[config.mk]
export PLATFORM = sky130hd
export DESIGN_NAME = interrupt_priority_arbiter_flat
export DESIGN_NICKNAME = d
export VERILOG_FILES = /design/src/rtl/interrupt_priority_arbiter_if.sv /design/src/rtl/interrupt_priority_arbiter.sv /design/src/flat_wrapper.sv
export SDC_FILE = /design/constraint.sdc
export NUM_CORES = 1
export LEC_CHECK = 0
export BUFFER_PORTS_ARGS = -buffer_cell sky130_fd_sc_hd__buf_2
export CAP_MARGIN = 0
export CORE_ASPECT_RATIO = 1.5
export CORE_MARGIN = 2
export CORE_UTILIZATION = 57
export CTS_CLUSTER_SIZE = 10
export DETAILED_ROUTE_END_ITERATION = 10
export PLACE_DENSITY = 0.87
export SLEW_MARGIN = 10
export SYNTH_ARGS = -nofsm -noshare
export SYNTH_HDL_FRONTEND = slang
export SYNTH_SLANG_ARGS = --single-unit
[constraint.sdc]
create_clock -name clock -period 6.2 [get_ports clock]
set_clock_uncertainty 0.1 [all_clocks]
set_input_delay 1.24 -clock clock [delete_from_list [all_inputs] [get_ports clock]]
set_output_delay 1.24 -clock clock [all_outputs]
set_load 0.03 [all_outputs]
[src/rtl/interrupt_priority_arbiter_if.sv]
// Signal bundle between an interrupt controller front end and the
// priority arbiter: request pins, configuration, acknowledge strobes
// and the arbiter's status outputs.
interface interrupt_priority_arbiter_if;
    logic [7:0] interrupt_request_pin;
    logic       level_or_edge_triggered_config;
    logic       special_fully_nest_config;
    logic       write_initial_command_word_1;
    logic [7:0] interrupt_mask;
    logic [7:0] interrupt_special_mask;
    logic       special_mask_mode;
    logic [2:0] priority_rotate;
    logic       freeze;
    logic       latch_in_service;
    logic [7:0] clear_interrupt_request;
    logic [7:0] end_of_interrupt;
    logic [7:0] interrupt;
    logic       interrupt_pending;
    logic [7:0] highest_level_in_service;
    logic [7:0] interrupt_request_register;
    logic [7:0] in_service_register;

    // Controller side: drives requests and configuration, observes status
    modport master (
        output interrupt_request_pin,
        output level_or_edge_triggered_config,
        output special_fully_nest_config,
        output write_initial_command_word_1,
        output interrupt_mask,
        output interrupt_special_mask,
        output special_mask_mode,
        output priority_rotate,
        output freeze,
        output latch_in_service,
        output clear_interrupt_request,
        output end_of_interrupt,
        input  interrupt,
        input  interrupt_pending,
        input  highest_level_in_service,
        input  interrupt_request_register,
        input  in_service_register
    );

    // Arbiter side
    modport slave (
        input  interrupt_request_pin,
        input  level_or_edge_triggered_config,
        input  special_fully_nest_config,
        input  write_initial_command_word_1,
        input  interrupt_mask,
        input  interrupt_special_mask,
        input  special_mask_mode,
        input  priority_rotate,
        input  freeze,
        input  latch_in_service,
        input  clear_interrupt_request,
        input  end_of_interrupt,
        output interrupt,
        output interrupt_pending,
        output highest_level_in_service,
        output interrupt_request_register,
        output in_service_register
    );
endinterface

[src/rtl/interrupt_priority_arbiter.sv]
// 8-line interrupt priority arbiter in the style of an 8259 core.
// Holds the request (IRR) and in-service (ISR) registers and registers a
// one-hot winner among unmasked requests that out-rank the in-service level.
// Priority is rotating: priority_rotate names the lowest level, the level
// after it (mod 8) is the highest.  Internally vectors are "normalised" so
// that bit 0 is the highest priority, which turns every priority question
// into a find-lowest-set-bit.
module interrupt_priority_arbiter (
    input  logic                               clock,
    input  logic                               reset_n,
    interrupt_priority_arbiter_if.slave        bus
);

    logic [7:0] prev_pin;
    logic [7:0] irr;
    logic [7:0] isr;
    logic [7:0] interrupt_q;

    logic [7:0] prev_pin_next;
    logic [7:0] irr_next;
    logic [7:0] isr_next;
    logic [7:0] interrupt_next;

    logic [7:0] irr_set;
    logic [7:0] irr_clear;
    logic [7:0] eligible_n;
    logic [7:0] blocking_n;
    logic [7:0] block_top_n;
    logic [7:0] allowed_n;
    logic [7:0] winner_n;
    logic [7:0] winner;

    // Reorder so bit k holds physical line (rotate + 1 + k) mod 8
    function automatic logic [7:0] to_normal(input logic [7:0] v, input logic [2:0] rot);
        logic [7:0] r;
        logic [2:0] idx;
        r = 8'h00;
        for (int k = 0; k < 8; k++) begin
            idx  = rot + 3'd1 + k[2:0];
            r[k] = v[idx];
        end
        return r;
    endfunction

    // Inverse of to_normal
    function automatic logic [7:0] to_physical(input logic [7:0] v, input logic [2:0] rot);
        logic [7:0] r;
        logic [2:0] idx;
        r = 8'h00;
        for (int k = 0; k < 8; k++) begin
            idx    = rot + 3'd1 + k[2:0];
            r[idx] = v[k];
        end
        return r;
    endfunction

    // Isolate the lowest set bit, i.e. the highest priority in normalised order
    function automatic logic [7:0] lowest_one(input logic [7:0] v);
        return v & (~v + 8'd1);
    endfunction

    // Request capture: edge or level sets, with clears taking precedence
    always_comb begin
        irr_set       = 8'h00;
        irr_clear     = bus.clear_interrupt_request;
        prev_pin_next = bus.interrupt_request_pin;
        if (!bus.freeze) begin
            if (bus.level_or_edge_triggered_config)
                irr_set = bus.interrupt_request_pin;
            else
                irr_set = bus.interrupt_request_pin & ~prev_pin;
        end
        if (bus.level_or_edge_triggered_config)
            irr_clear = irr_clear | (~bus.interrupt_request_pin & ~isr);
        irr_next = (irr | irr_set) & ~irr_clear;
        if (bus.write_initial_command_word_1) begin
            irr_next      = 8'h00;
            prev_pin_next = 8'h00;
        end
    end

    // Winner selection: unmasked requests that out-rank the top in-service level
    always_comb begin
        eligible_n = to_normal(irr & ~bus.interrupt_mask, bus.priority_rotate);
        if (bus.special_mask_mode)
            blocking_n = to_normal(isr & ~bus.interrupt_special_mask, bus.priority_rotate);
        else
            blocking_n = to_normal(isr, bus.priority_rotate);
        block_top_n = lowest_one(blocking_n);
        if (block_top_n == 8'h00)
            allowed_n = 8'hFF;
        else
            allowed_n = (block_top_n - 8'd1) |
                        (bus.special_fully_nest_config ? block_top_n : 8'h00);
        winner_n = lowest_one(eligible_n & allowed_n);
        winner   = to_physical(winner_n, bus.priority_rotate);
    end

    // Interrupt output and in-service updates; reinitialise overrides everything
    always_comb begin
        interrupt_next = winner;
        if (bus.latch_in_service || bus.freeze)
            interrupt_next = interrupt_q;
        isr_next = isr & ~bus.end_of_interrupt;
        if (bus.latch_in_service)
            isr_next = isr_next | interrupt_q;
        if (bus.write_initial_command_word_1) begin
            interrupt_next = 8'h00;
            isr_next       = 8'h00;
        end
    end

    // State registers, cleared immediately by reset
    always_ff @(posedge clock or negedge reset_n) begin
        if (!reset_n) begin
            prev_pin    <= 8'h00;
            irr         <= 8'h00;
            isr         <= 8'h00;
            interrupt_q <= 8'h00;
        end else begin
            prev_pin    <= prev_pin_next;
            irr         <= irr_next;
            isr         <= isr_next;
            interrupt_q <= interrupt_next;
        end
    end

    assign bus.interrupt                  = interrupt_q;
    assign bus.interrupt_pending          = |interrupt_q;
    assign bus.interrupt_request_register = irr;
    assign bus.in_service_register        = isr;
    assign bus.highest_level_in_service   =
        to_physical(lowest_one(to_normal(isr, bus.priority_rotate)), bus.priority_rotate);

endmodule

[src/flat_wrapper.sv]
// flat-port wrapper written by rule: the top's interface ports become plain ports
module interrupt_priority_arbiter_flat 
  (clock, reset_n, bus_interrupt_request_pin, bus_level_or_edge_triggered_config, bus_special_fully_nest_config, bus_write_initial_command_word_1, bus_interrupt_mask, bus_interrupt_special_mask, bus_special_mask_mode, bus_priority_rotate, bus_freeze, bus_latch_in_service, bus_clear_interrupt_request, bus_end_of_interrupt, bus_interrupt, bus_interrupt_pending, bus_highest_level_in_service, bus_interrupt_request_register, bus_in_service_register);
  interrupt_priority_arbiter_if bus_i ();
  input  logic clock;
  input  logic reset_n;
  input wire logic [$bits(bus_i.interrupt_request_pin)-1:0] bus_interrupt_request_pin;
  input wire logic [$bits(bus_i.level_or_edge_triggered_config)-1:0] bus_level_or_edge_triggered_config;
  input wire logic [$bits(bus_i.special_fully_nest_config)-1:0] bus_special_fully_nest_config;
  input wire logic [$bits(bus_i.write_initial_command_word_1)-1:0] bus_write_initial_command_word_1;
  input wire logic [$bits(bus_i.interrupt_mask)-1:0] bus_interrupt_mask;
  input wire logic [$bits(bus_i.interrupt_special_mask)-1:0] bus_interrupt_special_mask;
  input wire logic [$bits(bus_i.special_mask_mode)-1:0] bus_special_mask_mode;
  input wire logic [$bits(bus_i.priority_rotate)-1:0] bus_priority_rotate;
  input wire logic [$bits(bus_i.freeze)-1:0] bus_freeze;
  input wire logic [$bits(bus_i.latch_in_service)-1:0] bus_latch_in_service;
  input wire logic [$bits(bus_i.clear_interrupt_request)-1:0] bus_clear_interrupt_request;
  input wire logic [$bits(bus_i.end_of_interrupt)-1:0] bus_end_of_interrupt;
  output wire logic [$bits(bus_i.interrupt)-1:0] bus_interrupt;
  output wire logic [$bits(bus_i.interrupt_pending)-1:0] bus_interrupt_pending;
  output wire logic [$bits(bus_i.highest_level_in_service)-1:0] bus_highest_level_in_service;
  output wire logic [$bits(bus_i.interrupt_request_register)-1:0] bus_interrupt_request_register;
  output wire logic [$bits(bus_i.in_service_register)-1:0] bus_in_service_register;
  assign bus_i.interrupt_request_pin = bus_interrupt_request_pin;
  assign bus_i.level_or_edge_triggered_config = bus_level_or_edge_triggered_config;
  assign bus_i.special_fully_nest_config = bus_special_fully_nest_config;
  assign bus_i.write_initial_command_word_1 = bus_write_initial_command_word_1;
  assign bus_i.interrupt_mask = bus_interrupt_mask;
  assign bus_i.interrupt_special_mask = bus_interrupt_special_mask;
  assign bus_i.special_mask_mode = bus_special_mask_mode;
  assign bus_i.priority_rotate = bus_priority_rotate;
  assign bus_i.freeze = bus_freeze;
  assign bus_i.latch_in_service = bus_latch_in_service;
  assign bus_i.clear_interrupt_request = bus_clear_interrupt_request;
  assign bus_i.end_of_interrupt = bus_end_of_interrupt;
  assign bus_interrupt = bus_i.interrupt;
  assign bus_interrupt_pending = bus_i.interrupt_pending;
  assign bus_highest_level_in_service = bus_i.highest_level_in_service;
  assign bus_interrupt_request_register = bus_i.interrupt_request_register;
  assign bus_in_service_register = bus_i.in_service_register;
  interrupt_priority_arbiter u_core (.clock(clock), .reset_n(reset_n), .bus(bus_i));
endmodule
==> results of run 1 <==
[critical path, cell delays in order]
cell and delay (ps):
buf_2 110, inv_4 30, ha_1 630, mux2_1 400, mux4_2 640, nor4b_2 390
nand2_1 150, nor2_1 130, and3_1 390, o22ai_1 120, a31oi_1 140, buf_2 210
[final timing paths]
check                                                           endpoint  slack [ps]                         startpoint
worst max-delay path                     bus_highest_level_in_service[4]         270             bus_priority_rotate[0]
worst min-delay path            u_core.bus.interrupt_request_register[6]         460                 u_core.prev_pin[6]
worst min register to register  u_core.bus.interrupt_request_register[6]         460                 u_core.prev_pin[6]
min in group asynchronous       u_core.bus.interrupt_request_register[2]         890                            reset_n
worst max register to register                   u_core.bus.interrupt[3]        2840  u_core.bus.in_service_register[3]
max in group asynchronous       u_core.bus.interrupt_request_register[6]        4640                            reset_n
[metrics by stage]
| step | std cells | setup WS (ps) | hold WS, ps |
|---|---|---|---|
| after detailed placement | 690 | 289 | 456 |
| after global routing | 698 | 55.6 | 509 |
| after floorplan | 520 | 175 | 419 |
| final | 698 | 272 | 459 |
| after CTS | 698 | 288 | 464 |
| after global placement | 690 | 424 | 435 |
[cell families (layout without fill, tap and decap cells)]
group                    count (synthesis)  count (layout)
AND/OR/NAND/NOR                        222             222
XOR/XNOR                                 3               3
multiplexers                            57              57
flip-flops                              32              32
buffers and inverters                   46             124
AO/OA/AOI/OAI                          156             156
adder cells (fa/ha/maj)                  4               4
[flip-flops by register name, summed over array words and instances, names as in the netlist]
register                               count
u_core.prev_pin                            8
u_core.bus.in_service_register             8
u_core.bus.interrupt_request_register      8
u_core.bus.interrupt                       8
[synth_stat cells, types with 6 or more instances]
cell and count:
a2111oi_0 8, nor3_1 13, nor2_1 63, nor4_1 6, mux2_2 9, a22oi_1 8
mux2_1 6, o211ai_1 6, clkbuf_1 20, nor2b_1 15, a211oi_1 6, dfrtp_1 32
nand2b_1 25, nand2_1 52, o21a_1 6, a21oi_1 36, inv_1 10, nand3_1 8
mux2i_1 16, o22ai_1 15, mux4_2 22, o21ai_0 25
[layer usage]
metal  GRT usage  vias up
met1       0.436     2280
met4       0.280        0
met3      0.0684      101
li1            -     2139
met5           0        -
met2       0.673      322
[cell type report]
| cell class | count | area (um^2) | area share |
|---|---|---|---|
| Multi-Input combinational cell | 442 | 3300 | 0.666 |
| Sequential cell | 32 | 801 | 0.162 |
| Timing Repair Buffer | 103 | 566 | 0.114 |
| Tap cell | 100 | 125 | 0.0253 |
| Clock buffer | 6 | 72.6 | 0.0147 |
| Inverter | 13 | 51.3 | 0.0104 |
| Clock inverter | 2 | 35.0 | 0.00708 |
[power by group]
part           internal (uW)  total [uW]  switching, uW
clock network            119         195           76.3
logic                    106         287            182
registers                215         223           7.62
==> results.md, run 1 <==
* Maximum fanout along the worst path at 14
* Synth Area in Simple Gates at 0.284
* Status: completed
* Share of the synthesized area in the top cell type at 0.185
* Dpl cell area at 4840 um^2
* Peak supply drop at approximately 210 uV
* Post-synth EDFFs at 0
* Total power at a little over 700 uW
* DRC at 0
* Vias/cell at 6.94
* HPWL after DPL at 12400 um
* Mapped Cells at 520
* Hold_buf cts at 0
* GRT Total Usage at 0.401
* Clock buffer count from CTS at 5
* Synth cell types at 83
* IO Count at between 80 and 90
* WP data arrival at between 4000 and 5000 ps
* RSZ-0062 raised after global routing: false
* Antenna Cells at 0
* Top FF cell, synth: dfrtp_1
* Post-CTS setup buffer count at 0
* Wire length on met2 at between 8000 and 9000 um
* Mapped Nets at around 580
* CTS H-Tree Depth at 2
* Critical Path RT at between 4000 and 5000 ps
* Largest net degree at the start of global routing at 36
* Largest cells by area after synthesis: dfrtp_1 (19%), mux4_2 (11%), nor2_1 (5.5%)
* CTS clk-pin slew, worst paths at around 60 ps
* Vias at approximately 4800
* Most common cell after layout, fill and taps aside: buf_2
* XOR/XNOR Fraction of Synth Area at 0.0142
* CTS tree: built
* Crit start category: input pin
* Drt first pass iters at 7
* Final Hold Viols at 0
* CP endpoint kind: output pin
* Layout cells sized above 1 at 0.284
* Biggest area consumer among synthesized cells: dfrtp_1
* Most frequent cells in the layout: buf_2 (83), nor2_1 (63), nand2_1 (52), a21oi_1 (36), dfrtp_1 (32)
* LEAKAGE at slightly above 0.002 uW
* Drt total wl at 16000 um
* Starting Density at 0.594
* Design area at between 4000 and 5000 um^2
* Slew Limit Headroom at 0.533
* Layout net count at approximately 650
* Async S/R FF share, synth at 1.00
* Count of input and output buffers at between 80 and 90
* Hold Path Class: reg2reg
* Final Util at 0.680
* Reg2reg path depth at 9
* GRT overflow at 0
* Vias in the first global route at ~5000
* Starting DRT DRC Count at between 400 and 500
* Post-DRT Antenna Nets at 0
* Mux contribution to synthesized area at 0.206
* Fmax at ~170 MHz
* Tightest Pin Transition at around 700 ps
* Sequential fraction of the synthesis area at 0.185
* Pins Over Slew Limit at 0
* Met3 wire length at 1220 um
* Root buffer cell: clkbuf_8
* Total power per unit cell area at 143 nW/um^2
* Final period utilization at 0.956
* First-pass GRT wire length at 25200 um
* CTS Sinks at 32
* Routability cong. at approximately 1.1
* Routed WL per cell at around 23 um
* Max-cap violation count at 0
* Compound-Gate Fraction of Synth Area at 0.247
* Cts repair resizes at 0
* Syn Area/Cell at just over 8 um^2
* Hold depth at 3
* CTS Buffer Depth at 2
* Largest family of logic cells by synthesized area: simple AND/OR/NAND/NOR gates
* Final Setup Violations at 0
* Syn-to-layout area delta at 14.5%
* Setup Crit Path Kind: in2out
* Core footprint at ~7300 um^2
* Final min period at slightly below 6000 ps
* Number of fillers in the final layout at 607
* Synth Area in Adders at 0.0116
* Setup TNS Final at 0 ps
* Area of the die at slightly above 8000 um^2
* Max layer used: met4
* Height of the die at approximately 110 um
* Synth warnings at 0
* Post-synthesis register bit count at 32
* Worst-Skew Late Latency at 290 ps
* FP Rows at 38
* Initial antenna violation count at 0
* DIE WIDTH at between 70 and 80 um
* Post-Syn Area at 4320 um^2
* Met1 WL at 5470 um
(Power assumes the default switching activity.)
==> run 2, diff against run 1 <==
--- a/config.mk
+++ b/config.mk
@@ -12,7 +12,7 @@
 export CORE_UTILIZATION = 57
 export CTS_CLUSTER_SIZE = 10
 export DETAILED_ROUTE_END_ITERATION = 10
-export PLACE_DENSITY = 0.87
+export PLACE_DENSITY = 0.84
 export SLEW_MARGIN = 10
 export SYNTH_ARGS = -nofsm -noshare
 export SYNTH_HDL_FRONTEND = slang
==> run 2 against run 1 <==
Power increased by 1.3%. Die area unchanged. Critical path type unchanged. Via count rose by 0.64%. Wire length rose by 0.17%. Highest routed layer unchanged.
==> results.md, run 2 (synthesized netlist as in run 1, its figures left out) <==
* Antenna Cells at 0
* Post-DRT Antenna Nets at 0
* Final Setup Violations at 0
* IO Count at between 80 and 90
* CP endpoint kind: output pin
* HPWL after DPL at 12000 um
* Vias at around 5000
* Syn-to-layout area delta at 13.2%
* DIE WIDTH at ~75 um
* Maximum fanout along the worst path at 14
* Hold_sp: u_core.prev_pin[4]
* Status: completed
* Tightest Pin Transition at ~770 ps
* Reg2reg end: u_core.bus.interrupt[0]
* Worst reg2reg path startpoint: u_core.bus.in_service_register[2]
* Fmax at about 170 MHz
* R2R setup slack at 2890 ps
* CTS clk-pin slew, worst paths at about 70 ps
* Hold depth at 3
* Post-CTS setup buffer count at 0
* GRT overflow at 0
* Number of fillers in the final layout at between 600 and 700
* Core footprint at 7270 um^2
* Setup slack after layout at around 260 ps
* Vias in the first global route at 4772
* DRC at 0
* Hold endpoint: u_core.bus.interrupt_request_register[4]
* WP data arrival at 4600 ps
* Final period utilization at 0.959
* FP Rows at 38
* Root buffer cell: clkbuf_8
* Reg2reg path depth at 9
* Height of the die at 111 um
* Total power per unit cell area at ~150 nW/um^2
* Drt total wl at 16100 um
* Hold Path Class: reg2reg
* Starting DRT DRC Count at around 570
* Slew Limit Headroom at 0.482
* Placed instance count at around 680
* Crit start category: input pin
* Pins Over Slew Limit at 0
* Largest net degree at the start of global routing at 35
* GRT Total Usage at 0.409
* Starting Density at 0.594
* Initial antenna violation count at 0
* First-pass GRT wire length at ~26000 um
* Routed WL per cell at ~23 um
* Most common cell after layout, fill and taps aside: buf_2
* RSZ-0062 raised after global routing: false
* Worst-Skew Late Latency at around 300 ps
* Most frequent cells in the layout: buf_2 (83), nor2_1 (63), nand2_1 (52), a21oi_1 (36), dfrtp_1 (32)
* Final non-filler cell total at 690
* Vias/cell at just over 7
* Routability cong. at between 1 and 1.5
* Layout cells sized above 1 at 0.276
* Total power at 715 uW
* CTS tree: built
* Final Hold Viols at 0
* CTS Buffer Depth at 2
* Hold_buf cts at 0
* Cts repair resizes at 0
* Count of input and output buffers at 83
* Clock buffer count from CTS at 5
* CTS H-Tree Depth at 2
* Setup Crit Path Kind: in2out
* Critical Path RT at slightly below 5000 ps
* Setup TNS Final at 0 ps
* CTS Sinks at 32
* Layout net count at about 640
* Pre-CTS WS at 366 ps
* Area of the die at about 8300 um^2
* Drt first pass iters at 6
* Final min period at a little under 6000 ps
* Fin Hold WS at about 470 ps
* LEAKAGE at a little over 0.002 uW
* Peak supply drop at approximately 170 uV
* Max-cap violation count at 0
==> run 2: stage by stage <==
| step | area (um^2) | utilization |
|---|---|---|
| global placement | 4780 | 0.657 |
| global route | 4890 | 0.672 |
| CTS | 4890 | 0.672 |
| finish | 4890 | 0.672 |
| floorplan | 4320 | - |
| detailed placement | 4780 | 0.657 |
==> run 2: worst max-delay path by stage <==
stage	startpoint	end	slack, ps	depth (start not counted)
4_1_cts	bus_priority_rotate[0]	bus_highest_level_in_service[4]	360	11
6_report	bus_priority_rotate[0]	bus_highest_level_in_service[6]	260	13
3_5_place_dp	bus_priority_rotate[0]	bus_highest_level_in_service[4]	370	11
5_1_grt	bus_priority_rotate[0]	bus_highest_level_in_service[4]	70	12
3_3_place_gp	bus_priority_rotate[0]	bus_highest_level_in_service[6]	400	13
2_1_floorplan	bus_priority_rotate[0]	bus_highest_level_in_service[7]	180	12
==> run 2: power by group <==
group / total (uW) / switching, uW / internal, uW / leakage [uW]
logic: 281 / 181 / 99.8 / 0.00152
registers: 223 / 7.90 / 215 / 0.000435
clock network: 211 / 91.8 / 119 / 0.0000541
total: 715 / 281 / 434 / 0.00201
==> run 2: critical path: stages <==
cell and delay [ps]:
buf_2 120, inv_4 40, ha_1 610, buf_4 310
ha_1 330, mux4_2 420, nand3_1 300, o32ai_1 120
a311oi_1 470, a21oi_1 80, nor4_1 290, nor2_1 80
buf_2 180
==> run 2: final cells by class <==
cell class,count,area [um^2],share of cell area
Multi-Input combinational cell,442,3300,0.674
Inverter,13,51.3,0.0105
Tap cell,100,125,0.0256
Timing Repair Buffer,95,505,0.103
Sequential cell,32,801,0.164
Clock inverter,3,42.5,0.00870
Clock buffer,5,68.8,0.0141
==> run 2: routing by layer <==
metal | wire [um] | vias up | GRT usage
met5 | 0 | - | 0.0347
met4 | 1190 | 0 | 0.239
met3 | 1340 | 108 | 0.0812
met2 | 7920 | 353 | 0.650
met1 | 5620 | 2292 | 0.494
li1 | - | 2120 | -
==> run 3, diff against run 2 <==
--- a/config.mk
+++ b/config.mk
@@ -17,3 +17,4 @@
 export SYNTH_ARGS = -nofsm -noshare
 export SYNTH_HDL_FRONTEND = slang
 export SYNTH_SLANG_ARGS = --single-unit
+export TNS_END_PERCENT = 20
==> constraint.sdc (replaced) <==
create_clock -name clock -period 6.2 [get_ports clock]
set_clock_uncertainty 0.1 [all_clocks]
set_input_delay 0.93 -clock clock [delete_from_list [all_inputs] [get_ports clock]]
set_output_delay 0.93 -clock clock [all_outputs]
set_load 0.03 [all_outputs]
==> run 3 against run 2 <==
Sequential power about the same. Wire length is 0.52% lower. Power fell by 1.8%. First-iteration DRC count up 11%.
==> results.md, run 3 (synthesized netlist as in run 1, its figures left out) <==
* Maximum fanout along the worst path at 24
* CTS Sinks at 32
* Cts repair resizes at 0
* DIE WIDTH at ~75 um
* CTS Buffer Depth at 2
* FF+latch area at between 800 and 900 um^2
* Final Setup Violations at 0
* Most frequent cells in the layout: buf_2 (83), nor2_1 (63), nand2_1 (52), a21oi_1 (36), dfrtp_1 (32)
* Number of fillers in the final layout at about 630
* Vias in the first global route at around 4800
* GRT Total Usage at 0.413
* Fin Hold WS at between 400 and 500 ps
* Root buffer cell: clkbuf_8
* Post-DRT Antenna Nets at 0
* LEAKAGE at just under 0.002 uW
* CP endpoint kind: output pin
* Fmax at ~180 MHz
* Final min period at ~5600 ps
* Layout cells sized above 1 at 0.270
* Routability cong. at between 1 and 1.5
* Status: completed
* Drt total wl at approximately 16000 um
* Layout net count at around 640
* Clock buffer count from CTS at 5
* HPWL after DPL at 11900 um
* Hold_buf cts at 0
* Setup Crit Path Kind: in2out
* Core footprint at a little over 7000 um^2
* Final Hold Viols at 0
* Antenna Cells at 0
* Critical Path RT at just over 5000 ps
* IO Count at 84
* Slowest stage delay, CP at slightly below 900 ps
* Total power per unit cell area at about 140 nW/um^2
* Vias at between 4000 and 5000
* Crit start category: input pin
* Multi-input gate area at around 3300 um^2
* Worst path cell trace: buf_2 > inv_4 > ha_1 > buf_4 > ha_1 > mux4_2 > nor4b_2 > nand2_1 > nor3_2 > o22ai_1 > nor2_1 > buf_2
* Area of the die at 8310 um^2
* Pins Over Slew Limit at 0
* Total power at between 700 and 800 uW
* Vias/cell at 6.98
* CTS tree: built
* FP Rows at 38
* CP max-delay cell: ha_1
* Most common cell after layout, fill and taps aside: buf_2
* WP data arrival at between 4000 and 5000 ps
* Slew Limit Headroom at 0.388
* DRC at 0
* Final period utilization at 0.901
* Count of input and output buffers at 83
* Hold Path Class: reg2reg
* Max-cap violation count at 0
* CTS clk-pin slew, worst paths at ~70 ps
* Drt first pass iters at 5
* CTS H-Tree Depth at 2
* Starting DRT DRC Count at between 600 and 700
* Height of the die at about 110 um
* Post-CTS setup buffer count at 0
* Initial antenna violation count at 0
* Tightest Pin Transition at 919 ps
* Syn-to-layout area delta at 12.3%
* Setup TNS Final at 0 ps
* Starting Density at 0.594
* Peak supply drop at between 150 and 200 uV
* Worst-Skew Late Latency at about 290 ps
* Largest net degree at the start of global routing at 36
* Routed WL per cell at around 23 um
* First-pass GRT wire length at approximately 26000 um
* GRT overflow at 0
* Final Util at 0.667
* RSZ-0062 raised after global routing: false
-- run 3: changes by cell type in the layout (fill, tap and decap cells not counted) --
cell	previous run	this run
buf_4	12	7
-- run 3: critical path: cells and delay by family --
kind / cells / cell delay, ps
buf+inv: 4 / 730
simple gates: 4 / 1110
mux: 1 / 360
compound gates: 1 / 180
fa+ha+maj: 2 / 1220
-- run 3: per-layer routing --
metal  routed length (um)  track usage  share of wire  up-vias
li1                     -            -              -     2110
met1                 5560        0.497           0.35     2226
met2                 7980        0.649           0.50      359
met3                 1420        0.110          0.089       89
met4                 1030        0.232          0.064        0
met5                    0            0              0        -
-- run 3: final timing paths --
check	cells after the start	from	slack [ps]	endpoint
setup reg to reg	9	u_core.bus.in_service_register[2]	2820	u_core.bus.interrupt[0]
hold reg to reg	3	u_core.prev_pin[6]	460	u_core.bus.interrupt_request_register[6]
max in group asynchronous	1	reset_n	4970	u_core.bus.interrupt[4]
hold / removal	3	u_core.prev_pin[6]	460	u_core.bus.interrupt_request_register[6]
min in group asynchronous	1	reset_n	580	u_core.prev_pin[2]
setup / recovery	12	bus_priority_rotate[0]	610	bus_highest_level_in_service[6]
-- run 3: layout make-up --
| cell class | instances | area share |
|---|---|---|
| multi-input cells | 442 | 0.679 |
| flip-flops and latches | 32 | 0.165 |
| repair buffers | 90 | 0.0964 |
| well taps | 100 | 0.0258 |
| clock buffers | 5 | 0.0142 |
| inverters | 13 | 0.0106 |
| clock inverters | 3 | 0.00877 |
-- run 3: stage by stage --
stage          instance area [um^2]  cells  setup WS, ps
6_report                       4850    685           612
4_1_cts                        4850    685           671
3_5_place_dp                   4740    677           680
5_1_grt                        4850    685           354
2_1_floorplan                  4320    520           795
3_3_place_gp                   4740    677           758
-- run 3: where the power goes --
group | switching (uW) | leakage, uW | internal (uW)
clock | 85.5 | 0.0000541 | 119
combinational | 179 | 0.00150 | 96.1
sequential | 7.64 | 0.000435 | 215
total | 272 | 0.00199 | 430
